[src/rtl/stripe_pkg.sv]
// Shared types, constants and helpers for the stripe_n lane striper.
package stripe_pkg;

  typedef logic [0:0] state_t;

  localparam state_t ST_IDLE = 1'b0;
  localparam state_t ST_FILL = 1'b1;

  localparam logic [31:0] PAD_WORD_DEFAULT = 32'hBCBC_BCBC;

  // Ceiling log2, used for the ptr and slot_cnt widths.
  function automatic int clog2(input int n);
    int r;
    r = 0;
    for (int i = 0; i < 31; i++) begin
      if ((1 << i) < n) r = i + 1;
    end
    return r;
  endfunction

endpackage

[src/rtl/stripe_n_if.sv]
// Bus bundle between a word source and the stripe_n lane striper.
// Optional lane_par signal present when STRIPE_PARITY_EN is defined.
interface stripe_n_if
  import stripe_pkg::*;
#(
  parameter int DATA_W    = 32,
  parameter int NUM_LANES = 4
);

  // dataIn is consumed on every rising edge where validIn=1; there is no
  // backpressure. valid[k]=1 marks lane k as carrying group data for the
  // current lane slot; group_done pulses once per group load.
  logic [DATA_W-1:0]           dataIn;
  logic                        validIn;
  logic [NUM_LANES*DATA_W-1:0] lanes;
  logic [NUM_LANES-1:0]        valid;
  logic                        group_done;
  logic                        partial;
  state_t                      dbg_state;
`ifdef STRIPE_PARITY_EN
  logic [NUM_LANES-1:0]        lane_par;
`endif

`ifdef STRIPE_PARITY_EN
  modport master (
    output dataIn, validIn,
    input  lanes, valid, group_done, partial, dbg_state, lane_par
  );
  modport slave (
    input  dataIn, validIn,
    output lanes, valid, group_done, partial, dbg_state, lane_par
  );
`else
  modport master (
    output dataIn, validIn,
    input  lanes, valid, group_done, partial, dbg_state
  );
  modport slave (
    input  dataIn, validIn,
    output lanes, valid, group_done, partial, dbg_state
  );
`endif

endinterface

[src/rtl/stripe_shadow.sv]
// Write-indexed NUM_LANES x DATA_W shadow register file with synchronous
// clear; all entries are visible in parallel on a flat bus.
module stripe_shadow
  import stripe_pkg::*;
#(
  parameter int DATA_W    = 32,
  parameter int NUM_LANES = 4,
  parameter int AW        = clog2(NUM_LANES)
) (
  input  logic                        clk,
  input  logic                        clr,
  input  logic                        we,
  input  logic [AW-1:0]               waddr,
  input  logic [DATA_W-1:0]           wdata,
  output logic [NUM_LANES*DATA_W-1:0] words
);

  logic [DATA_W-1:0] mem [NUM_LANES];

  always_ff @(posedge clk) begin
    if (clr) begin
      for (int i = 0; i < NUM_LANES; i++) mem[i] <= '0;
    end else if (we) begin
      mem[waddr] <= wdata;
    end
  end

  always_comb begin
    words = '0;
    for (int i = 0; i < NUM_LANES; i++) words[i*DATA_W +: DATA_W] = mem[i];
  end

endmodule

[src/rtl/stripe_n.sv]
// N-lane round-robin word striper: collects NUM_LANES words, holds each group
// for one lane slot, flushes partial groups with padding.
// Optional per-lane parity output enabled by defining STRIPE_PARITY_EN.
module stripe_n
  import stripe_pkg::*;
#(
  parameter int          DATA_W    = 32,
  parameter int          NUM_LANES = 4,
  parameter logic [31:0] PAD_WORD  = PAD_WORD_DEFAULT
) (
  input  logic       clk_2f,
  input  logic       reset,
  stripe_n_if.slave  bus
);

  localparam int                PW   = clog2(NUM_LANES);
  localparam logic [PW-1:0]     LAST = PW'(NUM_LANES - 1);
  localparam logic [DATA_W-1:0] PAD  = DATA_W'(PAD_WORD);

  state_t                      state, state_nxt;
  logic [PW-1:0]               ptr;
  logic [PW-1:0]               slot_cnt;
  logic [NUM_LANES*DATA_W-1:0] shadow_words;
  logic [NUM_LANES*DATA_W-1:0] lanes_q, lanes_nxt;
  logic [NUM_LANES-1:0]        valid_q, valid_nxt;
  logic                        group_done_q;
  logic                        partial_q;
  logic                        do_full, do_flush, do_load;
`ifdef STRIPE_PARITY_EN
  logic [NUM_LANES-1:0]        par_q, par_nxt;
`endif

  assign do_full  = bus.validIn && (ptr == LAST);
  assign do_flush = (state == ST_FILL) && !bus.validIn;
  assign do_load  = do_full || do_flush;

  // The last word of a full group bypasses the shadow straight onto its lane.
  stripe_shadow #(
    .DATA_W    (DATA_W),
    .NUM_LANES (NUM_LANES),
    .AW        (PW)
  ) u_shadow (
    .clk   (clk_2f),
    .clr   (!reset),
    .we    (bus.validIn && !do_full),
    .waddr (ptr),
    .wdata (bus.dataIn),
    .words (shadow_words)
  );

  always_comb begin
    state_nxt = state;
    case (state)
      ST_IDLE: if (bus.validIn) state_nxt = ST_FILL;
      ST_FILL: if (do_load) state_nxt = ST_IDLE;
      default: state_nxt = ST_IDLE;
    endcase
  end

  always_comb begin
    lanes_nxt = '0;
    valid_nxt = '0;
`ifdef STRIPE_PARITY_EN
    par_nxt   = '0;
`endif
    for (int k = 0; k < NUM_LANES; k++) begin
      logic [DATA_W-1:0] word;
      logic              lane_ok;
      word    = PAD;
      lane_ok = 1'b0;
      if (do_full) begin
        word    = (k == NUM_LANES - 1) ? bus.dataIn : shadow_words[k*DATA_W +: DATA_W];
        lane_ok = 1'b1;
      end else if (k < int'(ptr)) begin
        word    = shadow_words[k*DATA_W +: DATA_W];
        lane_ok = 1'b1;
      end
      lanes_nxt[k*DATA_W +: DATA_W] = word;
      valid_nxt[k]                  = lane_ok;
`ifdef STRIPE_PARITY_EN
      par_nxt[k]                    = ^word;
`endif
    end
  end

  always_ff @(posedge clk_2f) begin
    if (!reset) begin
      state        <= ST_IDLE;
      ptr          <= '0;
      slot_cnt     <= '0;
      lanes_q      <= '0;
      valid_q      <= '0;
      group_done_q <= 1'b0;
      partial_q    <= 1'b0;
`ifdef STRIPE_PARITY_EN
      par_q        <= '0;
`endif
    end else begin
      state        <= state_nxt;
      group_done_q <= do_load;
      if (do_load) begin
        ptr       <= '0;
        lanes_q   <= lanes_nxt;
        valid_q   <= valid_nxt;
        partial_q <= do_flush;
        slot_cnt  <= LAST;
`ifdef STRIPE_PARITY_EN
        par_q     <= par_nxt;
`endif
      end else begin
        if (bus.validIn) ptr <= ptr + PW'(1);
        // Lane data is held after the slot ends; only the qualifiers drop.
        if (slot_cnt != '0) begin
          slot_cnt <= slot_cnt - PW'(1);
        end else begin
          valid_q   <= '0;
          partial_q <= 1'b0;
        end
      end
    end
  end

  assign bus.lanes      = lanes_q;
  assign bus.valid      = valid_q;
  assign bus.group_done = group_done_q;
  assign bus.partial    = partial_q;
  assign bus.dbg_state  = state;
`ifdef STRIPE_PARITY_EN
  assign bus.lane_par   = par_q;
`endif

endmodule

[src/flat_wrapper.sv]
// flat-port wrapper written by rule: the top's interface ports become plain ports
module stripe_n_flat import stripe_pkg::*;
#(
  parameter int          DATA_W    = 32,
  parameter int          NUM_LANES = 4,
  parameter logic [31:0] PAD_WORD  = PAD_WORD_DEFAULT
)
  (clk_2f, reset, bus_dataIn, bus_validIn, bus_lanes, bus_valid, bus_group_done, bus_partial, bus_dbg_state);
  stripe_n_if #(.DATA_W(DATA_W), .NUM_LANES(NUM_LANES)) bus_i ();
  input  logic clk_2f;
  input  logic reset;
  input wire logic [$bits(bus_i.dataIn)-1:0] bus_dataIn;
  input wire logic [$bits(bus_i.validIn)-1:0] bus_validIn;
  output wire logic [$bits(bus_i.lanes)-1:0] bus_lanes;
  output wire logic [$bits(bus_i.valid)-1:0] bus_valid;
  output wire logic [$bits(bus_i.group_done)-1:0] bus_group_done;
  output wire logic [$bits(bus_i.partial)-1:0] bus_partial;
  output wire logic [$bits(bus_i.dbg_state)-1:0] bus_dbg_state;
  assign bus_i.dataIn = bus_dataIn;
  assign bus_i.validIn = bus_validIn;
  assign bus_lanes = bus_i.lanes;
  assign bus_valid = bus_i.valid;
  assign bus_group_done = bus_i.group_done;
  assign bus_partial = bus_i.partial;
  assign bus_dbg_state = bus_i.dbg_state;
  stripe_n #(.DATA_W(DATA_W), .NUM_LANES(NUM_LANES), .PAD_WORD(PAD_WORD)) u_core (.clk_2f(clk_2f), .reset(reset), .bus(bus_i));
endmodule
[config.mk]
export PLATFORM = sky130hd
export DESIGN_NAME = stripe_n_flat
export DESIGN_NICKNAME = d
export VERILOG_FILES = /design/src/rtl/stripe_pkg.sv /design/src/rtl/stripe_n_if.sv /design/src/rtl/stripe_shadow.sv /design/src/rtl/stripe_n.sv /design/src/flat_wrapper.sv
export SDC_FILE = /design/constraint.sdc
export NUM_CORES = 1
export LEC_CHECK = 0
export ABC_AREA = 1
export CAP_MARGIN = 20
export CELL_PAD_IN_SITES_DETAIL_PLACEMENT = 1
export CELL_PAD_IN_SITES_GLOBAL_PLACEMENT = 1
export CORE_ASPECT_RATIO = 0.8
export CORE_MARGIN = 1.5
export CORE_UTILIZATION = 25
export CTS_BUF_LIST = sky130_fd_sc_hd__clkbuf_4 sky130_fd_sc_hd__clkbuf_8 sky130_fd_sc_hd__clkbuf_16
export CTS_CLUSTER_DIAMETER = 80
export DETAILED_ROUTE_END_ITERATION = 10
export MAX_ROUTING_LAYER = met4
export PLACE_DENSITY_LB_ADDON = 0.08
export SETUP_SLACK_MARGIN = 0.3
export SLEW_MARGIN = 40
export SYNTH_ARGS = -nofsm -noshare
export SYNTH_HDL_FRONTEND = slang
export SYNTH_SLANG_ARGS = --single-unit
[constraint.sdc]
create_clock -name clk_2f -period 2.3 [get_ports clk_2f]
set_input_delay 0.46 -clock clk_2f [delete_from_list [all_inputs] [get_ports clk_2f]]
set_output_delay 0.46 -clock clk_2f [all_outputs]
set_load 0.01 [all_outputs]
==> results of run 1 <==
-- layout make-up --
cell class | count | area share
Clock inverter | 1 | 0.000419
Clock buffer | 47 | 0.0718
Tap cell | 465 | 0.0487
Inverter | 88 | 0.0279
Antenna cell | 1 | 0.000210
Sequential cell | 235 | 0.475
Multi-Input combinational cell | 570 | 0.206
Timing Repair Buffer | 195 | 0.170
-- power groups by stage --
stage               Clock (mW)  Combinational, mW  Sequential, mW
global route              4.48               1.02            4.67
floorplan                    0              0.396            4.76
finish                    4.17              0.911            4.64
CTS                       4.32              0.937            4.65
detailed placement           0              0.934            4.74
global placement             0              0.929            4.74
-- cells in the mapped netlist, types with 4 or more instances --
master	number	area, sq um
nand2_1	294	1100
nor2_1	147	552
dfxtp_1	139	2780
edfxtp_1	96	2880
inv_1	85	319
o21ai_0	46	230
nand4_1	40	250
buf_2	31	155
clkbuf_1	21	78.8
o211ai_1	19	143
nand2_2	6	37.5
ha_1	4	50.1
-- flip-flops by register name (all words and copies together) (netlist names) --
name / count
u_core.ptr: 2
u_core.bus.lanes: 128
u_core.bus.partial: 1
u_core.slot_cnt: 2
u_core.bus.valid: 4
u_core.bus.dbg_state: 1
u_core.bus.group_done: 1
u_core.u_shadow.mem: 96
-- stage by stage --
stage	instances	cell area (sq um)	power (mW)	setup WS, ps	utilization
floorplan	951	8730	5.15	352	-
global placement	1553	11100	5.67	124	0.326
detailed placement	1553	11100	5.67	58.3	0.326
CTS	1601	11900	9.90	321	0.351
global route	1602	11900	10.2	302	0.351
finish	1602	11900	9.72	361	0.351
-- layout by cell type, fill, tap and decap left out --
cell type and n:
o21ai_1 2, a21oi_1 3, nand3b_1 1, inv_1 85, nand2_1 291, clkinv_2 1, ha_1 4, dfxtp_1 139
o21bai_1 1, buf_4 15, inv_4 1, nand3_2 1, nand2_2 9, clkbuf_16 27, diode_2 1, a211oi_1 1
inv_2 2, clkbuf_8 5, clkbuf_4 15, dlygate4sd2_1 1, nor2_1 147, nand3_1 3, o21ai_0 46, nor2_2 1
o211ai_1 19, buf_12 12, edfxtp_1 96, clkdlybuf4s50_1 167, a31oi_1 1, nand4_1 40
-- layer usage --
metal  global-route usage  up-vias
met5                    -        -
met4               0.0301        0
met3               0.0271       28
met2                0.243      135
met1                0.226     3252
li1                     -     3357
-- repair_timing --
item                                    4_1_cts  5_1_grt
hold endpoints to repair                      0        0
endpoints found under the setup margin        1       33
resized for setup                             1        2
-- logic make-up (layout without fill, tap and decap cells) --
group                      after synthesis  count (layout)
other                                    0               1
DFF                                    235             235
and+or+nand+nor                        493             493
AOI/OAI and AO/OA                       73              73
buffers and inverters                  146             331
adders and majority gates                4               4
-- worst max path at each step --
stage	start	endpoint	slack, ps
2_1_floorplan	u_core.ptr[1]	u_core.u_shadow.mem[2][0]	350
3_3_place_gp	bus_validIn	u_core.bus.lanes[23]	120
3_5_place_dp	bus_validIn	u_core.bus.lanes[79]	60
4_1_cts	u_core.bus.lanes[62]	bus_lanes[62]	320
5_1_grt	u_core.bus.lanes[14]	bus_lanes[14]	300
6_report	u_core.bus.lanes[47]	bus_lanes[47]	360
==> impl_metrics.ini, run 1 <==
[status]
status = completed

[setup_path]
critPathMaxStageDelay_ps = 640
cp.arrival_ps = 1480
reg2regPathDepth = 7
path_depth = 1
crit_path_end_kind = primary output
crit_family = buffers and inverters
reg2reg_to = u_core.u_shadow.mem[0][24]
reg2reg_slack_ps = 530
cp.required_ps = 1840
worstPathCellList = clkdlybuf4s50_1
start_kind = register
crit_fanout = 2
worst-path-buf-inv = 1
crit_type = reg2out
critPathSlowestCell = clkdlybuf4s50_1
reg2reg_from = u_core.ptr[0]

[logic_synthesis]
synthSimpleGateAreaFrac = 0.227
synth-xor-area-share = 0
ys_seq_area_frac = 0.650
synth_edf_count = 96
syn_inst = 951
synth_compound_area_frac = 0.0481
syn_area_sq_um = 8720
syn_nets = 990
synth_ff_type = dfxtp_1
yosys.cell_types.count = 25
synth_seq_cells = 235
yosys_warnings = 0
synth_fa_ha_area_frac = 0.00574
synth.avg_cell_area_sq_um = 9.17
async_reset_ff_frac = 0
synth_top_family_by_area = simple AND/OR/NAND/NOR gates
synthMuxAreaShare = 0

[power_and_ir_drop]
powerDensity_nw_per_um2 = 815
switching_share = 0.235
p_leak_nw = 4.94
pwr-share-clk = 0.429
seq_power_share = 0.478
power.switching_mw = 2.29
peakVddDrop_uv = 422
p_comb_frac = 0.094
internal_power_mw = 7.43

[die]
die_h_microns = 170
die_w_microns = 212
core.rowCount = 60
initial_core_util = 0.256
coreArea_sq_um = 34000
num_io_pins = 170
die-area_sq_um = 36000

[route]
drtIter0Drc = 426
m1WireLength_microns = 14100
drcViolationCount = 0
via_per_inst = 4.23
drt_pre_antenna_iters = 4
top_layer = met4
wl_per_cell_microns = 17.2
dr_wl_met3_microns = 1230
dr_wl_met2_microns = 11800
drtAntennaViolNets = 0
vias = 6772
totalWireLength_microns = 27500

[final_layout]
multiInputGateArea_sq_um = 2460
n_fill_cell = 3880
ff_latch_area_sq_um = 5670
drive_gt1_frac = 0.0783
finalNetCount = 1155
syn2layout_area_growth_pct = 36.9

[worst_hold_path]
min_to = u_core.slot_cnt[0]
whs_path_depth = 3
worstHoldStart = reset
hold_path.class = in2reg

[timing]
fmax_mhz = 516
period_minus_slack_ps = 1940
slew_violations = 0
tns_ps = 0
holdWs_ps = 391
hold_viol = 0
finalClockSkew_ps = 13.0
relSlewSlack = 0.706
tightestPinTransition_ps = 440
finalSetupViolations = 0
timing.final.crit_share = 0.843
rsz0062_at_grt = false

[cts]
clk_pin_slew_worst_paths_ps = 60
numCtsBuffers = 26
cts_hold_buf = 0
htree_levels = 1
cts_root_buffer = clkbuf_16
cts_setup_buffers = 0
clk_latency_ps = 520
clock-sinks = 235
clock_path_buffers = 3
cts_tree = built

[global_route]
grt_usage = 0.160
grt-ovfl-total = 0
grt_pass1_vias = 7146
grt_start_max_net_pins = 61
grt_pass1_wl_microns = 42800
antenna_found_initial = 1

[run]
cap_viol_max_count = 0

[placed_design]
gp_congestion = 0.736
hpwl_microns = 18200
port_buffers = 169
(Power assumes the default switching activity.)
==> run 2, diff against run 1 <==
- clock period: 2.3 -> 1.8 ns (I/O delays scaled with it)
==> run 2 against run 1 <==
  * Critical path depth grew 6
  * Register-to-register slack lost 300 ps
  * Critical path type is now reg2reg
  * Final cell count grew 2.4%
  * Largest cell class unchanged
==> impl_metrics.ini, run 2 (synthesized netlist as in run 1, its figures left out) <==
[power_and_ir_drop]
powerDensity_nw_per_um2 = 1030
p_leak_nw = 5.45
peakVddDrop_uv = 598

[timing]
fmax_mhz = 636
finalClockSkew_ps = 5.19
holdWs_ps = 343
tightestPinTransition_ps = 448
slew_violations = 0
finalSetupViolations = 0
relSlewSlack = 0.701
timing.final.crit_share = 0.873
fin_ws_ps = 228
hold_viol = 0
period_minus_slack_ps = 1570
tns_ps = 0
rsz0062_at_grt = true

[cts]
cts_tree = built
htree_levels = 1
clock_path_buffers = 3
cts_root_buffer = clkbuf_16
clk_latency_ps = 530
clock-sinks = 235
numCtsBuffers = 27
clk_pin_slew_worst_paths_ps = 60

[placed_design]
dp.cells = 1562
dpl_worst_slack_ps = -219
gp_congestion = 0.728
hpwl_microns = 18700
port_buffers = 169

[final_layout]
layout_common_cells = nand2_1, nor2_1, edfxtp_1, dfxtp_1, inv_1
ff_latch_area_sq_um = 5740
syn2layout_area_growth_pct = 44.7
finalNonFillerCells = 1640
drive_gt1_frac = 0.270
n_fill_cell = 3851
antenna_cells = 0
largest_register_ffs = 128
multiInputGateArea_sq_um = 2780
finalNetCount = 1193
mostFrequentLayoutCell = nand2_1

[die]
coreArea_sq_um = 34000
die-area_sq_um = 36000
die_w_microns = 212
die_h_microns = 170
initial_core_util = 0.256
num_io_pins = 170
core.rowCount = 60

[route]
drt_pre_antenna_iters = 5
drcViolationCount = 0
drtAntennaViolNets = 0
wl_per_cell_microns = 18.6
drtIter0Drc = 369
totalWireLength_microns = 30500
vias = 7040
via_per_inst = 4.29

[worst_hold_path]
hold_path.class = in2reg

[setup_path]
reg2reg_to = u_core.u_shadow.mem[0][22]
crit_path_end_kind = register
crit_fanout = 8
reg2reg_from = u_core.ptr[1]
crit_type = reg2reg
reg2reg_slack_ps = 230
cp.arrival_ps = 1810
cp.required_ps = 2040
critical_path.endpoint = u_core.u_shadow.mem[0][22]
start_kind = register
reg2regPathDepth = 7
worstSetupStartpoint = u_core.ptr[1]

[global_route]
grt_pass1_wl_microns = 42800
antenna_found_initial = 0
grt_usage = 0.160
grt-ovfl-total = 0
grt_start_max_net_pins = 63
grt_pass1_vias = 7309

[run]
cap_viol_max_count = 0

[status]
status = completed
run 2: cell count changes in the layout (fill, tap and decap cells not counted), sizes merged:
cell and change:
bufinv +3, clkdlybuf4s15 +61, clkinvlp +1, diode -1, nand2 +8, inv -1, buf +53, clkdlybuf4s50 -134
clkinv +6, clkbuf +42
run 2: report_power, final:
part	internal [mW]	switching, mW	total [mW]
clock network	3.47	2.22	5.68
logic	0.524	0.793	1.32
registers	5.83	0.127	5.95
total	9.82	3.14	13.0
run 2: worst min-delay path by stage:
stage                                            end  depth (start not counted)  slack (ps)                       start
after floorplan                 u_core.bus.lanes[63]                          2         440  u_core.u_shadow.mem[1][31]
after global placement         u_core.bus.lanes[104]                          2         430       u_core.bus.lanes[104]
after detailed placement       u_core.bus.lanes[113]                          2         440       u_core.bus.lanes[113]
after CTS                 u_core.u_shadow.mem[0][28]                          2         290                       reset
after global routing       u_core.u_shadow.mem[0][7]                          2         320                       reset
final                     u_core.u_shadow.mem[0][19]                          2         340                       reset
run 2: worst max-delay path, cell delays in order (launching register included):
cell and delay (ps):
dfxtp_4 380, ha_4 190, nor2_4 90, nand2_2 70
nor2_4 180, nand2_4 90, buf_12 160, nand2_8 120
run 2: final cells by class:
type / count / area share
multi-input combinational: 578 / 0.220
tap: 465 / 0.0461
inverter: 88 / 0.0279
timing repair buffer: 224 / 0.178
clock buffer: 40 / 0.0628
clock inverter: 10 / 0.00992
sequential: 235 / 0.455
run 2: layer usage:
metal  wire length, microns  track usage  part of all wire
met3                   1660       0.0314             0.055
met1                  15400        0.225              0.51
met5                      0            -                 0
met4                    421       0.0276             0.014
met2                  13000        0.240              0.43
run 2: timing repair:
| item | in CTS | in global routing |
|---|---|---|
| gates cloned | 4 | 15 |
| pin swaps | 0 | 3 |
| hold buffers | 0 | 0 |
| endpoints found under the setup margin | 405 | 342 |
| gates resized for setup | 412 | 130 |
| setup buffers | 4 | 5 |
run 2: per-stage QoR:
stage                util  cell area [sq um]  power (mW)
floorplan               -               8820        6.60
global placement    0.330              11200        7.25
detailed placement  0.330              11200        7.26
CTS                 0.364              12400        13.0
global route        0.371              12600        13.5
finish              0.371              12600        13.0
